## src/rtl/chan_mux_pkg.sv

```systemverilog
// Shared definitions for the chan_mux_rr stream selector.
// Latency: n/a (types, constants and elaboration-time helpers only).
// Backpressure: n/a.
package chan_mux_pkg;

  localparam logic MODE_KEYED = 1'b0;
  localparam logic MODE_RR    = 1'b1;

  // Width of a channel index / select key for nch channels (at least 1 bit).
  function automatic int sel_width(input int nch);
    return (nch <= 2) ? 1 : $clog2(nch);
  endfunction

endpackage

```

## src/rtl/rr_arbiter.sv

```systemverilog
// Combinational round-robin arbiter: first requester after ptr, wrapping NCH-1 -> 0.
// Latency: 0 cycles (purely combinational).
// Backpressure: none; caller qualifies the grant with its own load condition.
//
// Ports:
//   req     in  NCH   request vector
//   ptr     in  SELW  last-granted channel; search starts at ptr+1
//   gnt     out NCH   one-hot grant (all zero when nothing requests)
//   gnt_idx out SELW  index of the granted channel (0 when none)
//   any     out 1     at least one request granted
module rr_arbiter
  import chan_mux_pkg::*;
#(
  parameter int NCH  = 4,
  parameter int SELW = sel_width(NCH)
) (
  input  logic [NCH-1:0]  req,
  input  logic [SELW-1:0] ptr,
  output logic [NCH-1:0]  gnt,
  output logic [SELW-1:0] gnt_idx,
  output logic            any
);

  function automatic int wrap_idx(input int p, input int off);
    return (p + off) % NCH;
  endfunction

  // Offsets 1..NCH visit every channel once, ending on ptr itself, so a lone
  // request from the last-granted channel is granted again.
  always_comb begin
    gnt     = '0;
    gnt_idx = '0;
    any     = 1'b0;
    for (int i = 1; i <= NCH; i++) begin
      if (!any && req[wrap_idx(int'(ptr), i)]) begin
        any                         = 1'b1;
        gnt[wrap_idx(int'(ptr), i)] = 1'b1;
        gnt_idx                     = SELW'(wrap_idx(int'(ptr), i));
      end
    end
  end

endmodule

```

## src/rtl/chan_mux_rr.sv

```systemverilog
// Registered N-channel stream selector, keyed or round-robin, with a one-entry output register.
// Latency: 1 cycle from input acceptance to out_valid; 1 beat/cycle sustained.
// Backpressure: in_ready is granted only when the output register is empty or draining this cycle.
//
// Ports:
//   clk, rst_n          clock, asynchronous active-low reset
//   in_data/in_valid    NCH channels, channel k at in_data[k*W +: W]
//   in_ready            per-channel ready, at most one bit high
//   mode, sel           0 = keyed by sel, 1 = round-robin
//   out_data/out_ch     registered beat and the channel it came from
//   out_valid/out_ready output handshake
//   sel_err             registered pulse for each keyed cycle with sel >= NCH
module chan_mux_rr
  import chan_mux_pkg::*;
#(
  parameter int NCH  = 4,
  parameter int W    = 2,
  parameter int SELW = sel_width(NCH)
) (
  input  logic              clk,
  input  logic              rst_n,
  input  logic [NCH*W-1:0]  in_data,
  input  logic [NCH-1:0]    in_valid,
  output logic [NCH-1:0]    in_ready,
  input  logic              mode,
  input  logic [SELW-1:0]   sel,
  output logic [W-1:0]      out_data,
  output logic [SELW-1:0]   out_ch,
  output logic              out_valid,
  input  logic              out_ready,
  output logic              sel_err
);

  logic [W-1:0]    out_data_q, out_data_d;
  logic [SELW-1:0] out_ch_q, out_ch_d;
  logic            out_valid_q, out_valid_d;
  logic [SELW-1:0] rr_ptr_q, rr_ptr_d;
  logic            sel_err_q, sel_err_d;

  logic [NCH-1:0]  rr_gnt, key_gnt, gnt;
  logic [SELW-1:0] rr_idx, gnt_idx;
  logic            rr_any, gnt_any;
  logic [SELW:0]   sel_ext;
  logic            sel_ok;
  logic            can_load;
  logic            xfer;
  logic [W-1:0]    gnt_dat;

  rr_arbiter #(.NCH(NCH), .SELW(SELW)) u_arb (
    .req     (in_valid),
    .ptr     (rr_ptr_q),
    .gnt     (rr_gnt),
    .gnt_idx (rr_idx),
    .any     (rr_any)
  );

  // One extra bit keeps the range check meaningful for power-of-two NCH.
  assign sel_ext = {1'b0, sel};
  assign sel_ok  = sel_ext < (SELW+1)'(NCH);

  always_comb begin
    key_gnt = '0;
    for (int k = 0; k < NCH; k++) begin
      key_gnt[k] = (mode == MODE_KEYED) && (sel == SELW'(k)) && in_valid[k];
    end
  end

  always_comb begin
    if (mode == MODE_RR) begin
      gnt     = rr_gnt;
      gnt_idx = rr_idx;
      gnt_any = rr_any;
    end else begin
      gnt     = key_gnt;
      gnt_idx = sel;
      gnt_any = |key_gnt;
    end
  end

  always_comb begin
    gnt_dat = '0;
    for (int k = 0; k < NCH; k++) begin
      if (gnt[k]) gnt_dat = in_data[k*W +: W];
    end
  end

  assign can_load = !out_valid_q || out_ready;
  // rst_n gating keeps every ready low while the block is held in reset.
  assign in_ready = (rst_n && can_load) ? gnt : '0;
  assign xfer     = gnt_any && can_load;

  always_comb begin
    out_data_d  = out_data_q;
    out_ch_d    = out_ch_q;
    out_valid_d = out_valid_q;
    rr_ptr_d    = rr_ptr_q;
    sel_err_d   = (mode == MODE_KEYED) && !sel_ok;
    if (xfer) begin
      out_data_d  = gnt_dat;
      out_ch_d    = gnt_idx;
      out_valid_d = 1'b1;
      if (mode == MODE_RR) rr_ptr_d = gnt_idx;
    end else if (out_ready) begin
      out_valid_d = 1'b0;
    end
  end

  always_ff @(posedge clk or negedge rst_n) begin
    if (!rst_n) begin
      out_data_q  <= '0;
      out_ch_q    <= '0;
      out_valid_q <= 1'b0;
      rr_ptr_q    <= SELW'(NCH-1);
      sel_err_q   <= 1'b0;
    end else begin
      out_data_q  <= out_data_d;
      out_ch_q    <= out_ch_d;
      out_valid_q <= out_valid_d;
      rr_ptr_q    <= rr_ptr_d;
      sel_err_q   <= sel_err_d;
    end
  end

  assign out_data  = out_data_q;
  assign out_ch    = out_ch_q;
  assign out_valid = out_valid_q;
  assign sel_err   = sel_err_q;

endmodule
```

## config.mk

```make
export PLATFORM = sky130hd
export DESIGN_NAME = chan_mux_rr
export DESIGN_NICKNAME = d
export VERILOG_FILES = /design/src/rtl/chan_mux_pkg.sv /design/src/rtl/rr_arbiter.sv /design/src/rtl/chan_mux_rr.sv
export SDC_FILE = /design/constraint.sdc
export NUM_CORES = 1
export LEC_CHECK = 0
export ABC_AREA = 0
export CAP_MARGIN = 20
export CORE_AREA = 2 2 48 50
export CTS_BUF_LIST = sky130_fd_sc_hd__clkbuf_4
export DETAILED_ROUTE_END_ITERATION = 8
export DIE_AREA = 0 0 50 52
export PLACE_DENSITY = 0.89
export SLEW_MARGIN = 20
export SYNTH_ARGS = -nofsm -noshare
export SYNTH_HDL_FRONTEND = slang
export SYNTH_SLANG_ARGS = --single-unit
```

## constraint.sdc

```tcl
create_clock -name clk -period 8.25 [get_ports clk]
set_clock_uncertainty 0.1 [all_clocks]
set_input_delay 1.65 -clock clk [delete_from_list [all_inputs] [get_ports clk]]
set_output_delay 1.65 -clock clk [all_outputs]
set_load 0.03 [all_outputs]
```

==> results of run 1 <==
==> cell type report <==
cell class | count | area share (%)
clock inverter | 1 | 0.373
multi-input combinational | 113 | 60.4
timing repair buffer | 26 | 19.4
tap | 28 | 2.61
clock buffer | 3 | 1.68
sequential | 7 | 13.3
inverter | 8 | 2.24
==> per-layer routing <==
metal	up-vias	global-route usage (%)
met5	-	0
met1	542	26.3
met2	32	42.5
met3	4	4.02
met4	0	6.94
li1	551	-
==> how the worst min path moves through the flow <==
stage / start / endpoint / slack (ns)
final: out_ch[0]$_DFFE_PN0P_ / out_ch[0]$_DFFE_PN0P_ / 0.43
after global routing: out_ch[0]$_DFFE_PN0P_ / out_ch[0]$_DFFE_PN0P_ / 0.47
after CTS: out_ch[0]$_DFFE_PN0P_ / out_ch[0]$_DFFE_PN0P_ / 0.44
after detailed placement: out_ch[0]$_DFFE_PN0P_ / out_ch[0]$_DFFE_PN0P_ / 0.43
after global placement: out_ch[1]$_DFFE_PN0P_ / out_ch[1]$_DFFE_PN0P_ / 0.42
after floorplan: rr_ptr_q[0]$_DFFE_PN1P_ / rr_ptr_q[0]$_DFFE_PN1P_ / 0.54
==> logic make-up after synthesis <==
| logic type | synth area share, % |
|---|---|
| flip-flops | 16.1 |
| AO/OA/AOI/OAI | 28.3 |
| other | 0.341 |
| AND/OR/NAND/NOR | 26.5 |
| multiplexers | 9.32 |
| adder cells (fa/ha/maj) | 9.09 |
| buffers and inverters | 10.3 |
==> worst max-delay path, stage by stage <==
cell and delay [ns]:
sky130_fd_sc_hd__clkdlybuf4s50_1 0.71, sky130_fd_sc_hd__and3b_1 0.23, sky130_fd_sc_hd__a21oi_1 0.05, sky130_fd_sc_hd__o32ai_1 0.73, sky130_fd_sc_hd__a211o_1 0.26, sky130_fd_sc_hd__o22ai_1 0.13
sky130_fd_sc_hd__nor2_1 0.14, sky130_fd_sc_hd__clkdlybuf4s50_1 0.69
==> cells in the mapped netlist, types with 3 or more instances <==
library cell,number
sky130_fd_sc_hd__a21oi_1,12
sky130_fd_sc_hd__and3b_1,3
sky130_fd_sc_hd__nor2_1,16
sky130_fd_sc_hd__nand2_1,12
sky130_fd_sc_hd__o21ai_0,5
sky130_fd_sc_hd__clkbuf_1,3
sky130_fd_sc_hd__nor3b_1,4
sky130_fd_sc_hd__dfrtp_1,5
sky130_fd_sc_hd__inv_1,8
sky130_fd_sc_hd__and3_1,3
sky130_fd_sc_hd__ha_1,8
sky130_fd_sc_hd__nand3_1,3
sky130_fd_sc_hd__o211ai_1,3
sky130_fd_sc_hd__buf_6,4
==> cell usage in the layout, fill, tap and decap left out, types with 3 or more instances in the layout <==
| cell type | n |
|---|---|
| sky130_fd_sc_hd__a21oi_1 | 12 |
| sky130_fd_sc_hd__and3_1 | 3 |
| sky130_fd_sc_hd__and3b_1 | 3 |
| sky130_fd_sc_hd__clkbuf_4 | 3 |
| sky130_fd_sc_hd__clkdlybuf4s50_1 | 26 |
| sky130_fd_sc_hd__dfrtp_1 | 5 |
| sky130_fd_sc_hd__ha_1 | 8 |
| sky130_fd_sc_hd__inv_1 | 8 |
| sky130_fd_sc_hd__nand2_1 | 12 |
| sky130_fd_sc_hd__nand3_1 | 3 |
| sky130_fd_sc_hd__nor2_1 | 16 |
| sky130_fd_sc_hd__nor3b_1 | 4 |
| sky130_fd_sc_hd__o211ai_1 | 3 |
| sky130_fd_sc_hd__o21ai_0 | 5 |
==> through the flow <==
stage                     power [mW]  cells  hold slack [ns]  instance area, µm²
final                          0.364    186            0.431                1340
after CTS                      0.364    186            0.439                1340
after detailed placement       0.329    182            0.426                1310
after global routing           0.397    186            0.468                1340
after global placement         0.322    182            0.420                1310
after floorplan                0.273    139            0.544                1100
==> sequential cells by signal, summed over array words and instances, names as in the netlist <==
signal,count
out_ch,2
out_data,2
rr_ptr_q,2
out_valid,1
==> power by group through the flow <==
stage | clock, mW | combinational (mW) | sequential (mW)
CTS | 0.0346 | 0.253 | 0.0769
global route | 0.0369 | 0.279 | 0.0810
floorplan | 0 | 0.190 | 0.0825
finish | 0.0331 | 0.254 | 0.0771
global placement | 0 | 0.245 | 0.0774
detailed placement | 0 | 0.251 | 0.0776
==> run summary, run 1 <==
==================================================================================================
Worst-skew pair later-pin latency                                                          0.26 ns
Detailed-route DRC error count                                                                   0
Number of unique standard cell types used by synthesis                                          48
Fmax                                                                                       158 MHz
Net count reported at finish                                                                   185
Per-instance average area after synthesis                                                 7.92 µm²
Clk buf depth                                                                                    2
Post-synthesis to final-layout area growth                                                   21.7%
Kind of path behind the tightest hold check                                           register to register
Count of endpoints failing setup in the final report                                             0
Area share of the largest cell type after synthesis                                          11.4%
Critical register-to-register path endpoint                                           out_data[1]$_DFFE_PN0P_
Final worst path period share                                                                76.8%
PnR worst setup slack                                                                      1.91 ns
Global placer's final weighted congestion                                                    0.867
Die boundary height                                                                          52 µm
Crit start category                                                                   primary input
CP endpoint kind                                                                      primary output
Arrival time at the worst endpoint                                                         4.59 ns
Crit. Startpoint                                                                       in_valid[1]
Critical path peak fanout                                                                       14
Number of global-route vias before repair                                                     1072
Critical path type                                                                    primary input to primary output
Sink Count                                                                                       7
Slew of the pin with the lowest slew margin                                               0.805 ns
Initial standard-cell utilization of the core                                                52.3%
Total area of multi-input combinational cells                                              810 µm²
Switching share of power                                                                     49.0%
Relative max-transition margin                                                               46.1%
Reg2Reg Depth                                                                                    9
Length of routed wiring on met1                                                            1.16 mm
Antenna-violating nets left                                                                      0
Number of pins exceeding their max-slew limit in the final report                                0
Seq/Total Area, Yosys                                                                        16.1%
DRT iter0 DRCs                                                                                  34
Critical path capture point                                                            in_ready[2]
Fraction of layout cells with a size suffix above 1                                          10.1%
Portion of total power attributed to combinational logic                                     69.7%
Number of buffers added by the clock tree synthesis step                                         3
Status                                                                                finished clean
Routed wire length per instance                                                            14.9 µm
Number of nets produced by synthesis                                                           165
CTS Hold Buffers Added                                                                           0
Setup slack of the most critical reg-to-reg path                                           4.60 ns
WHS Path Cells                                                                                   2
Pwr Density                                                                             272 mW/mm²
Reg area                                                                                   178 µm²
Final critical-path required period                                                        6.34 ns
Unrepaired setup endpoints after global routing                                              false
Cell count after synthesis                                                                     139
Total of fill cells in the finished design                                                     170
Portion of total power attributed to sequential cells                                        21.2%
Final total negative setup slack                                                              0 ns
Power share of the clock group                                                                9.1%
Async S/R FF share, synth                                                                     100%
Number of H-tree levels                                                                          1
Maximum number of pins on one net before global-route repair                                    18
Number of synthesis warnings                                                                     0
Cells taking the most area after synthesis                                            sky130_fd_sc_hd__dfrtp_1 11%, sky130_fd_sc_hd__ha_1 9.1%, sky130_fd_sc_hd__a21oi_1 5.5%
Die width                                                                                    50 µm
Length of routed met2 wiring                                                               1.48 mm
Total of flip-flops plus latches after synthesis                                                 7
Total Routing Usage GR                                                                       22.8%
Routed length on met3                                                                        99 µm
Uppermost metal layer occupied by signal nets                                                 met4
Global-route wire length before repair                                                     4.59 mm
Number of antenna violations at the first check in global routing                                0
EDFF count, synth                                                                                0
Buffers inserted during post-CTS setup optimization                                              0
Most area-hungry cell type in the Yosys netlist                                       sky130_fd_sc_hd__dfrtp_1
Final antenna diode count                                                                        0
Drt pass-1 iters                                                                                 4
Final Hold Fails                                                                                 0
Root Driver                                                                           sky130_fd_sc_hd__clkbuf_4
Main flop type after synthesis                                                        sky130_fd_sc_hd__dfrtp_1
Number of maximum-capacitance violations                                                         0
Floorplan core area                                                                    0.00211 mm²
Average vias per placed instance                                                              6.07
Clock tree from TritonCTS                                                                    built
Startpoint of the most critical register-to-register path                             rr_ptr_q[0]$_DFFE_PN1P_
Total die area                                                                         0.00260 mm²
Vias post-DR                                                                                  1129
Clock transition time at the flip-flop clock pins of the worst setup and hold paths        0.05 ns
Row count                                                                                       17
Final core area utilization                                                                  63.6%
Largest vdd supply drop                                                                   0.178 mV
Total wirelength of the detailed-routed design                                             2.77 mm
Data required time at the worst endpoint                                                   6.50 ns
Net switching component of the power                                                      0.179 mW
Post-DP HPWL                                                                               2.14 mm
# IOs                                                                                           28
Area of the mapped netlist                                                             0.00110 mm²
Leakage power summed over all cells                                                       0.569 nW
Grt ovf                                                                                          0
Pre-CTS WS                                                                                 1.95 ns
Port Buffer Count                                                                               26
Internal                                                                                  0.186 mW
Post-cts repair resize count                                                                     0
==================================================================================================
Note: power is estimated with default switching activity, not from simulation.
==> run 2, diff against run 1 <==
Settings changed: CORE_AREA 2 2 48 50 to 2 2 50 52, DIE_AREA 0 0 50 52 to 0 0 52 54, PLACE_DENSITY 0.89 to 0.83.
Clock period 8.25 ns to 6.5 ns, I/O delays scaled along.
==> run 2 against run 1 <==
Effect of this change: sequential power rose by 30%; global-route usage shrank 1.2 points; power grew 28%; clock power up 22%; clock-buffer cell count did not move; non-clock buffer count is the same; sequential share of layout area hardly changed; via count rose by 1.1%; critical path depth did not move; largest cell class unchanged; die area rose by 8.0%; worst setup slack lost 1.0 ns; cell area is 0.19% higher.
==> run summary, run 2 (synthesis gave the netlist of run 1 again) <==
==================================================================================================
Status                                                                                finished clean
Clock tree from TritonCTS                                                                    built
Number of antenna violations at the first check in global routing                                0
Final Hold Fails                                                                                 0
Pre-CTS WS                                                                                0.966 ns
Commonest non-fill, non-tap cell in the layout                                        sky130_fd_sc_hd__clkdlybuf4s50_1
DRT iter0 DRCs                                                                                  30
Post-cts repair resize count                                                                     0
Global placer's final weighted congestion                                                    0.829
Die width                                                                                    52 µm
Vias post-DR                                                                                  1141
Number of pins exceeding their max-slew limit in the final report                                0
Number of H-tree levels                                                                          1
Number of global-route vias before repair                                                     1081
Net count reported at finish                                                                   185
Slew of the pin with the lowest slew margin                                               0.764 ns
CTS Hold Buffers Added                                                                           0
Post-synthesis to final-layout area growth                                                   21.9%
Buffers inserted during post-CTS setup optimization                                              0
Floorplan core area                                                                    0.00232 mm²
Internal                                                                                  0.236 mW
Worst-skew pair later-pin latency                                                          0.26 ns
CP endpoint kind                                                                      primary output
Final antenna diode count                                                                        0
Total die area                                                                         0.00281 mm²
Maximum number of pins on one net before global-route repair                                    18
Fmax                                                                                       179 MHz
Final critical-path required period                                                        5.60 ns
Number of maximum-capacitance violations                                                         0
Row count                                                                                       18
Critical path type                                                                    primary input to primary output
Reg2Reg Depth                                                                                    9
Final worst path period share                                                                86.2%
Power share of the clock group                                                                8.6%
Total wirelength of the detailed-routed design                                             2.89 mm
Total of fill cells in the finished design                                                     216
Global-route wire length before repair                                                     4.60 mm
Leakage power summed over all cells                                                       0.569 nW
Critical path peak fanout                                                                       15
Final total negative setup slack                                                              0 ns
Die boundary height                                                                          54 µm
Sum of internal, switching and leakage power                                              0.468 mW
Kind of path behind the tightest hold check                                           register to register
# IOs                                                                                           28
Clock transition time at the flip-flop clock pins of the worst setup and hold paths        0.06 ns
Number of buffers added by the clock tree synthesis step                                         3
WHS Path Cells                                                                                   2
Sink Count                                                                                       7
Detailed-route DRC error count                                                                   0
Data required time at the worst endpoint                                                   5.10 ns
Portion of total power attributed to combinational logic                                     70.0%
Initial standard-cell utilization of the core                                                47.5%
PnR worst setup slack                                                                     0.899 ns
Antenna-violating nets left                                                                      0
Root Driver                                                                           sky130_fd_sc_hd__clkbuf_4
Net switching component of the power                                                      0.231 mW
Port Buffer Count                                                                               26
Post-DP HPWL                                                                               2.19 mm
Average vias per placed instance                                                              6.07
Clk buf depth                                                                                    2
Drt pass-1 iters                                                                                 4
Highest-count cells in the layout ignoring fill and taps                              26 x sky130_fd_sc_hd__clkdlybuf4s50_1, 16 x sky130_fd_sc_hd__nor2_1, 12 x sky130_fd_sc_hd__nand2_1, 12 x sky130_fd_sc_hd__a21oi_1
Relative max-transition margin                                                               49.1%
Routed wire length per instance                                                            15.4 µm
Portion of total power attributed to sequential cells                                        21.4%
Fraction of layout cells with a size suffix above 1                                          10.1%
Grt ovf                                                                                          0
Arrival time at the worst endpoint                                                         4.20 ns
Crit start category                                                                   primary input
Unrepaired setup endpoints after global routing                                              false
Pwr Density                                                                             348 mW/mm²
Total Routing Usage GR                                                                       21.7%
Switching share of power                                                                     49.5%
Count of endpoints failing setup in the final report                                             0
Largest vdd supply drop                                                                   0.222 mV
==================================================================================================
[run 2: cell counts in the layout (fill, tap and decap cells not counted)]
Identical to the previous run, type by type.
[run 2: final timing paths]
| path | start | end | slack, ns |
|---|---|---|---|
| setup / recovery | in_valid[3] | in_ready[3] | 0.90 |
| hold / removal | out_valid$_DFFE_PN0P_ | out_valid$_DFFE_PN0P_ | 0.45 |
| setup reg to reg | rr_ptr_q[0]$_DFFE_PN1P_ | out_data[0]$_DFFE_PN0P_ | 2.84 |
| hold reg to reg | out_valid$_DFFE_PN0P_ | out_valid$_DFFE_PN0P_ | 0.45 |
| max in group asynchronous | rst_n | rr_ptr_q[1]$_DFFE_PN1P_ | 4.75 |
| min in group asynchronous | rst_n | out_valid$_DFFE_PN0P_ | 1.23 |
[run 2: cell type report]
cell class | count | area [µm²] | share of cell area (%)
clock inverter | 1 | 5.00 | 0.373
multi-input combinational | 113 | 810 | 60.3
inverter | 8 | 30.0 | 2.24
clock buffer | 3 | 22.5 | 1.68
sequential | 7 | 178 | 13.2
tap | 30 | 37.5 | 2.80
timing repair buffer | 26 | 260 | 19.4
[run 2: critical path: stages]
cell,delay (ns)
sky130_fd_sc_hd__clkdlybuf4s50_1,0.64
sky130_fd_sc_hd__and3b_1,0.31
sky130_fd_sc_hd__a21oi_1,0.05
sky130_fd_sc_hd__o32ai_1,0.66
sky130_fd_sc_hd__a221o_1,0.27
sky130_fd_sc_hd__a21oi_1,0.12
sky130_fd_sc_hd__nor2_1,0.15
sky130_fd_sc_hd__clkdlybuf4s50_1,0.69
[run 2: power groups by stage]
stage	clock network, mW	logic (mW)	registers (mW)
2_1_floorplan	0	0.241	0.105
3_3_place_gp	0	0.312	0.0984
3_5_place_dp	0	0.323	0.0994
4_1_cts	0.0419	0.325	0.0987
5_1_grt	0.0447	0.358	0.104
6_report	0.0404	0.327	0.0999
[run 2: per-stage QoR]
step                      cells  hold slack [ns]  instance area, µm²  util (%)
after floorplan             139            0.544                1100         -
after global routing        188            0.471                1340      57.9
final                       188            0.445                1340      57.9
after detailed placement    184            0.436                1320      56.7
after CTS                   188            0.448                1340      57.9
after global placement      184            0.419                1320      56.7
[run 2: per-layer routing]
| layer | vias up | track usage (%) | share of wire, % |
|---|---|---|---|
| li1 | 550 | - | - |
| met1 | 547 | 26.1 | 41 |
| met2 | 40 | 38.6 | 53 |
| met3 | 4 | 4.44 | 5.3 |
| met4 | 0 | 6.58 | 0.66 |
| met5 | - | 0 | 0 |
==> variant 1, RTL diff (flow settings as in run 2) <==
Reset style: synchronous (`rst_n`), changed in one clocked block. Comments in the files are not updated.
--- a/src/rtl/chan_mux_rr.sv
+++ b/src/rtl/chan_mux_rr.sv
@@ -105,7 +105,7 @@
     end
   end
 
-  always_ff @(posedge clk or negedge rst_n) begin
+  always_ff @(posedge clk) begin
     if (!rst_n) begin
       out_data_q  <= '0;
       out_ch_q    <= '0;
Behaviour: differs if rst_n is asserted again (counterexample within 4 cycles, from zero or initial values and one cycle with rst_n low); with rst_n held inactive, the same outputs for 4 cycles.
==> variant 1 against run 2 <==
Register-to-register slack improved by 240 ps. Via count rose by 4.4%. Sequential share of layout area shrank 2.9 points. Worst setup slack got worse by 42 ps. Maximum frequency is 0.74% lower. Area after synthesis shrank 1.1%. Core utilization up 0.65 points. Count of clock-buffer cells in the layout unchanged. Sequential cell count is the same. Routed wire length is 3.6% higher. Final area increased by 1.1%. Largest cell class unchanged.
Power is not compared: it rests on default switching activity, and its combinational part moved more than twofold at a synthesized area within 25%.
==> variant 1: results (changes against run 2) <==
maximum number of pins on one net before global-route repair: 20 (+2)
Total Routed Length: 2993 um (+3.6%)
XOR/XNOR Fraction of Synth Area: 0 (unchanged)
Commonest cells post-synth: 16 x nand2_1, 10 x a21oi_1, 9 x a31oi_1, 9 x inv_1, 9 x nor2_1
Max stage delay cell, worst path: clkdlybuf4s50_1
H-tree lvl count: 1 (unchanged)
post-CTS setup buffer count: 0 (unchanged)
register area share after synthesis: 0.1287 (-0.03263)
status: finished, final reports clean
yosys warns: 0 (unchanged)
FF-to-FF path depth: 8 (-1)
nets: 189 (+2.2%)
first-pass GRT wire length: 5071 um (+10%)
Most used DFF post-synth: dfxtp_1
vias: 1,191 (+4.4%)
flop2flop setup slack: 3080 ps (+240 ps)
post-synthesis mux area share: 0.09195 (-0.001228)
hold path depth: 2 (unchanged)
routability cong.: 0.8305 (+0.22%)
Max Root-Sink Buffers: 2 (unchanged)
total CTS buffers: 3 (unchanged)
r2r endpoint: out_data[1]
critical path startpoint: in_valid[2]
Port Buffers: 26 (unchanged)
hpwl dp: 2283 um (+4.3%)
post-cts sizing count: 0 (unchanged)
DRT iter0 DRCs: 48 (+60%)
share of layout cells above drive strength 1: 0.09259 (-0.008673)
adder-cell share of the synthesized area: 0.09195 (+0.001045)
DRT Pass-1 Iters: 4 (unchanged)
Total Routing Usage GR: 0.2416 (+0.02509)
P_leak: 0.5121 nW
delay of the slowest cell on the worst path: 750 ps (+60 ps)
endpoint of the worst hold path: out_valid
Hold Startpoint: out_valid
maximum VDD drop: 0.1275 mV
Synth area leaders: dfxtp_1 13%, ha_1 9.2%, mux4_2 8.3%, nand2_1 5.5%, a31oi_1 5.2%
CTS root buffer: clkbuf_4
Worst Tran Pin Value: 742.2 ps (-21.80 ps)
antenna violations before repair: 0 (unchanged)
Yosys cell types: 40 (-17%)
CP Max Fanout: 12 (-3)
Net Count, Synth: 168 (+1.8%)
post-synthesis compound-gate area fraction: 0.3471 (+0.06417)
ys async rst share: 0 (-1.000)
R2R Path Start: rr_ptr_q[0]
Reg clk slew, reported paths: 60 ps (about the same)
hold_ws: 402.3 ps (-42.84 ps)
-- variant 1: cell count changes after synthesis, sizes merged, moves of 4 or more --
cell and delta:
nor2 -7, and3b -4, nand2 +4, a31oi +7, dfrtp -5, dfxtp +7
nor3b -4
-- variant 1: layout make-up --
| class | instances | area (um2) |
|---|---|---|
| Clock buffer | 3 | 22.52 |
| Clock inverter | 1 | 5.005 |
| Fill cell | 206 | 962.2 |
| Inverter | 11 | 41.29 |
| Multi-Input combinational cell | 113 | 843.3 |
| Sequential cell | 7 | 140.1 |
| Tap cell | 30 | 37.54 |
| Timing Repair Buffer | 27 | 267.8 |
-- variant 1: where the power goes --
group	switching, mW	leakage, nW	internal [mW]	total, mW
Sequential	0.00848	0.0581	0.0479	0.0564
Combinational	0.0681	0.436	0.0529	0.121
Clock	0.0197	0.0177	0.0227	0.0424
-- variant 1: worst max path at each step --
stage	endpoint	slack, ps	cells after the start
detailed placement	in_ready[3]	870	7
floorplan	in_ready[3]	2120	5
CTS	in_ready[3]	870	7
global route	in_ready[2]	650	7
finish	in_ready[3]	860	7
global placement	in_ready[3]	940	7
-- variant 1: cells by family after synthesis --
group,count (synthesis)
mux,5
fa+ha+maj,8
simple gates,50
flops,7
other cells,1
compound gates,49
buf+inv,22
-- variant 1: metrics by stage --
step	setup slack [ps]	cells	area, um2	util
4_1_cts	869.3	192	1358	0.5852
2_1_floorplan	2117	142	1089	-
5_1_grt	646.5	192	1358	0.5852
3_5_place_dp	873.0	188	1330	0.5734
6_report	857.5	192	1358	0.5852
3_3_place_gp	939.0	188	1330	0.5734
-- variant 1: routing by layer --
metal  share of wire  vias up  wire length, um  global-route usage
met5               0        -                0                   0
met4           0.018        0               53              0.1228
met3           0.046        8              139             0.05000
met2            0.53       34             1572              0.4241
met1            0.41      575             1227              0.2773
li1                -      574                -                   -
-- variant 1: critical path, delay by kind of cell --
| kind | cells | cell delay [ps] |
|---|---|---|
| AND/OR/NAND/NOR | 2 | 610 |
| buffers and inverters | 2 | 1420 |
| AO/OA/AOI/OAI | 3 | 910 |
==> variant 2, RTL diff (settings of run 2) <==
Without the edit above. `NCH` is set to 4 in 2 places; all go to 2.
--- a/src/rtl/rr_arbiter.sv
+++ b/src/rtl/rr_arbiter.sv
@@ -11,7 +11,7 @@
 module rr_arbiter
   import chan_mux_pkg::*;
 #(
-  parameter int NCH  = 4,
+  parameter int NCH  = 2,
   parameter int SELW = sel_width(NCH)
 ) (
   input  logic [NCH-1:0]  req,
--- a/src/rtl/chan_mux_rr.sv
+++ b/src/rtl/chan_mux_rr.sv
@@ -13,7 +13,7 @@
 module chan_mux_rr
   import chan_mux_pkg::*;
 #(
-  parameter int NCH  = 4,
+  parameter int NCH  = 2,
   parameter int W    = 2,
   parameter int SELW = sel_width(NCH)
 ) (
Interface: changed (5 resized); port bits go from 28 to 18. No check against the original RTL was run, so the function may have changed too.
==> variant 2 against run 2 <==
Count of clock-buffer cells in the layout is the same. Highest routed layer is now met3. Routed wire length down 72%. Cell count shrank 58%. Via count down 72%. Sequential power fell by 57%. Largest cell class unchanged. Worst setup slack better by 1100 ps. Combinational power is 87% lower. Synthesized cell count is 78% lower. First-iteration DRC count fell by 90%. Power is 74% lower. Sequential cell count is 2 lower. Final area down 60%. Area after synthesis decreased by 71%.
==> variant 2: results (changes against run 2) <==
status: finished, final reports clean
hold path depth: 2 (unchanged)
GR met2 Demand/Resource: 0.1055 (-0.2806)
Max Root-Sink Buffers: 2 (unchanged)
total CTS buffers: 3 (unchanged)
routing usage on met3: 0.05833 (+0.01389)
register area share after synthesis: 0.3945 (+0.2332)
top routing layer in use: met3
first-pass GRT wire length: 1297 um (-72%)
share of layout cells above drive strength 1: 0.2041 (+0.1028)
r2r endpoint: out_data[1]
Post-Place Cells: 75 (-59%)
max reg flops: 2
nets: 61 (-67%)
Arr. time, crit path: 3140 ps (-1060 ps)
H-tree lvl count: 1 (unchanged)
Worst-Skew Late Latency: 240 ps (-20 ps)
CP Max Fanout: 6 (-9)
Hold Startpoint: out_data[0]
syn_area_per_cell: 10.68 um2 (+35%)
family with the most delay on the worst path: buffers and inverters
wire per inst: 10.39 um (-32%)
met3 WL post-DR: 81 um (-47%)
worst slack, placed: 1972 ps (+1006 ps)
DRT Pass-1 Iters: 2 (-2)
Finished Layout Cells: 79 (-58%)
maximum VDD drop: 0.1003 mV (-55%)
Commonest cells post-synth: 4 x dfrtp_1, 4 x nand2_1
ys async rst share: 1.000 (unchanged)
DRT iter0 DRCs: 3 (-90%)
post-cts sizing count: 0 (unchanged)
met1 Usage GRT: 0.06511 (-0.1958)
Yosys cell types: 20 (-58%)
wire length on met1: 335 um (-72%)
delay of the slowest cell on the worst path: 660 ps (-30 ps)
vias: 315 (-72%)
Max stage delay cell, worst path: clkdlybuf4s50_1
P_leak: 0.2188 nW (-62%)
Fmax: 220.2 MHz (+23%)
Port Buffers: 16 (-38%)
worst hold path type: flip-flop to flip-flop
yosys warns: 0 (unchanged)
flop2flop setup slack: 5230 ps (+2390 ps)
FF-to-FF path depth: 4 (-5)
maximum number of pins on one net before global-route repair: 8 (-10)
endpoint of the worst hold path: out_data[0]
Total Routing Usage GR: 0.06905 (-0.1475)
crit path to: in_ready[0]
R2R Path Start: rr_ptr_q
CTS root buffer: clkbuf_4
Most used DFF post-synth: dfrtp_1
critical path startpoint: mode
routability cong.: 0.6420 (-23%)
hold_ws: 386.6 ps (-58.49 ps)
Met2 Wirelength: 404 um (-74%)
Reg clk slew, reported paths: 50 ps
Synth area leaders: dfrtp_1 31%, dfstp_2 8.2%, o221ai_4 8.2%, a21o_1 4.7%, a22oi_1 4.7%
Net Count, Synth: 41 (-75%)
dpl cell area: 510.5 um2 (-61%)
variant 2: cell count changes after synthesis, moves of 4 or more:
cell	run 2	this run
inv_1	8	0
o21ai_0	5	0
a21oi_1	12	0
buf_6	4	0
ha_1	8	0
nand2_1	12	4
nor2_1	16	0
nor3b_1	4	0
variant 2: layout make-up:
type	count	area, um2
Sequential cell	5	126.4
Clock inverter	1	5.005
Fill cell	255	1782
Tap cell	30	37.54
Timing Repair Buffer	16	160.2
Clock buffer	3	22.52
Multi-Input combinational cell	24	186.4
variant 2: logic make-up after synthesis:
logic type | count (synthesis) | synth area share
AND/OR/NAND/NOR | 10 | 0.1914
other | 1 | 0.01171
buffers and inverters | 1 | 0.02345
AO/OA/AOI/OAI | 13 | 0.3789
flip-flops | 5 | 0.3946
variant 2: report_power, final:
| part | internal (mW) | switching [mW] |
|---|---|---|
| sequential | 0.0382 | 0.00446 |
| clock | 0.0223 | 0.0135 |
| combinational | 0.0211 | 0.0230 |
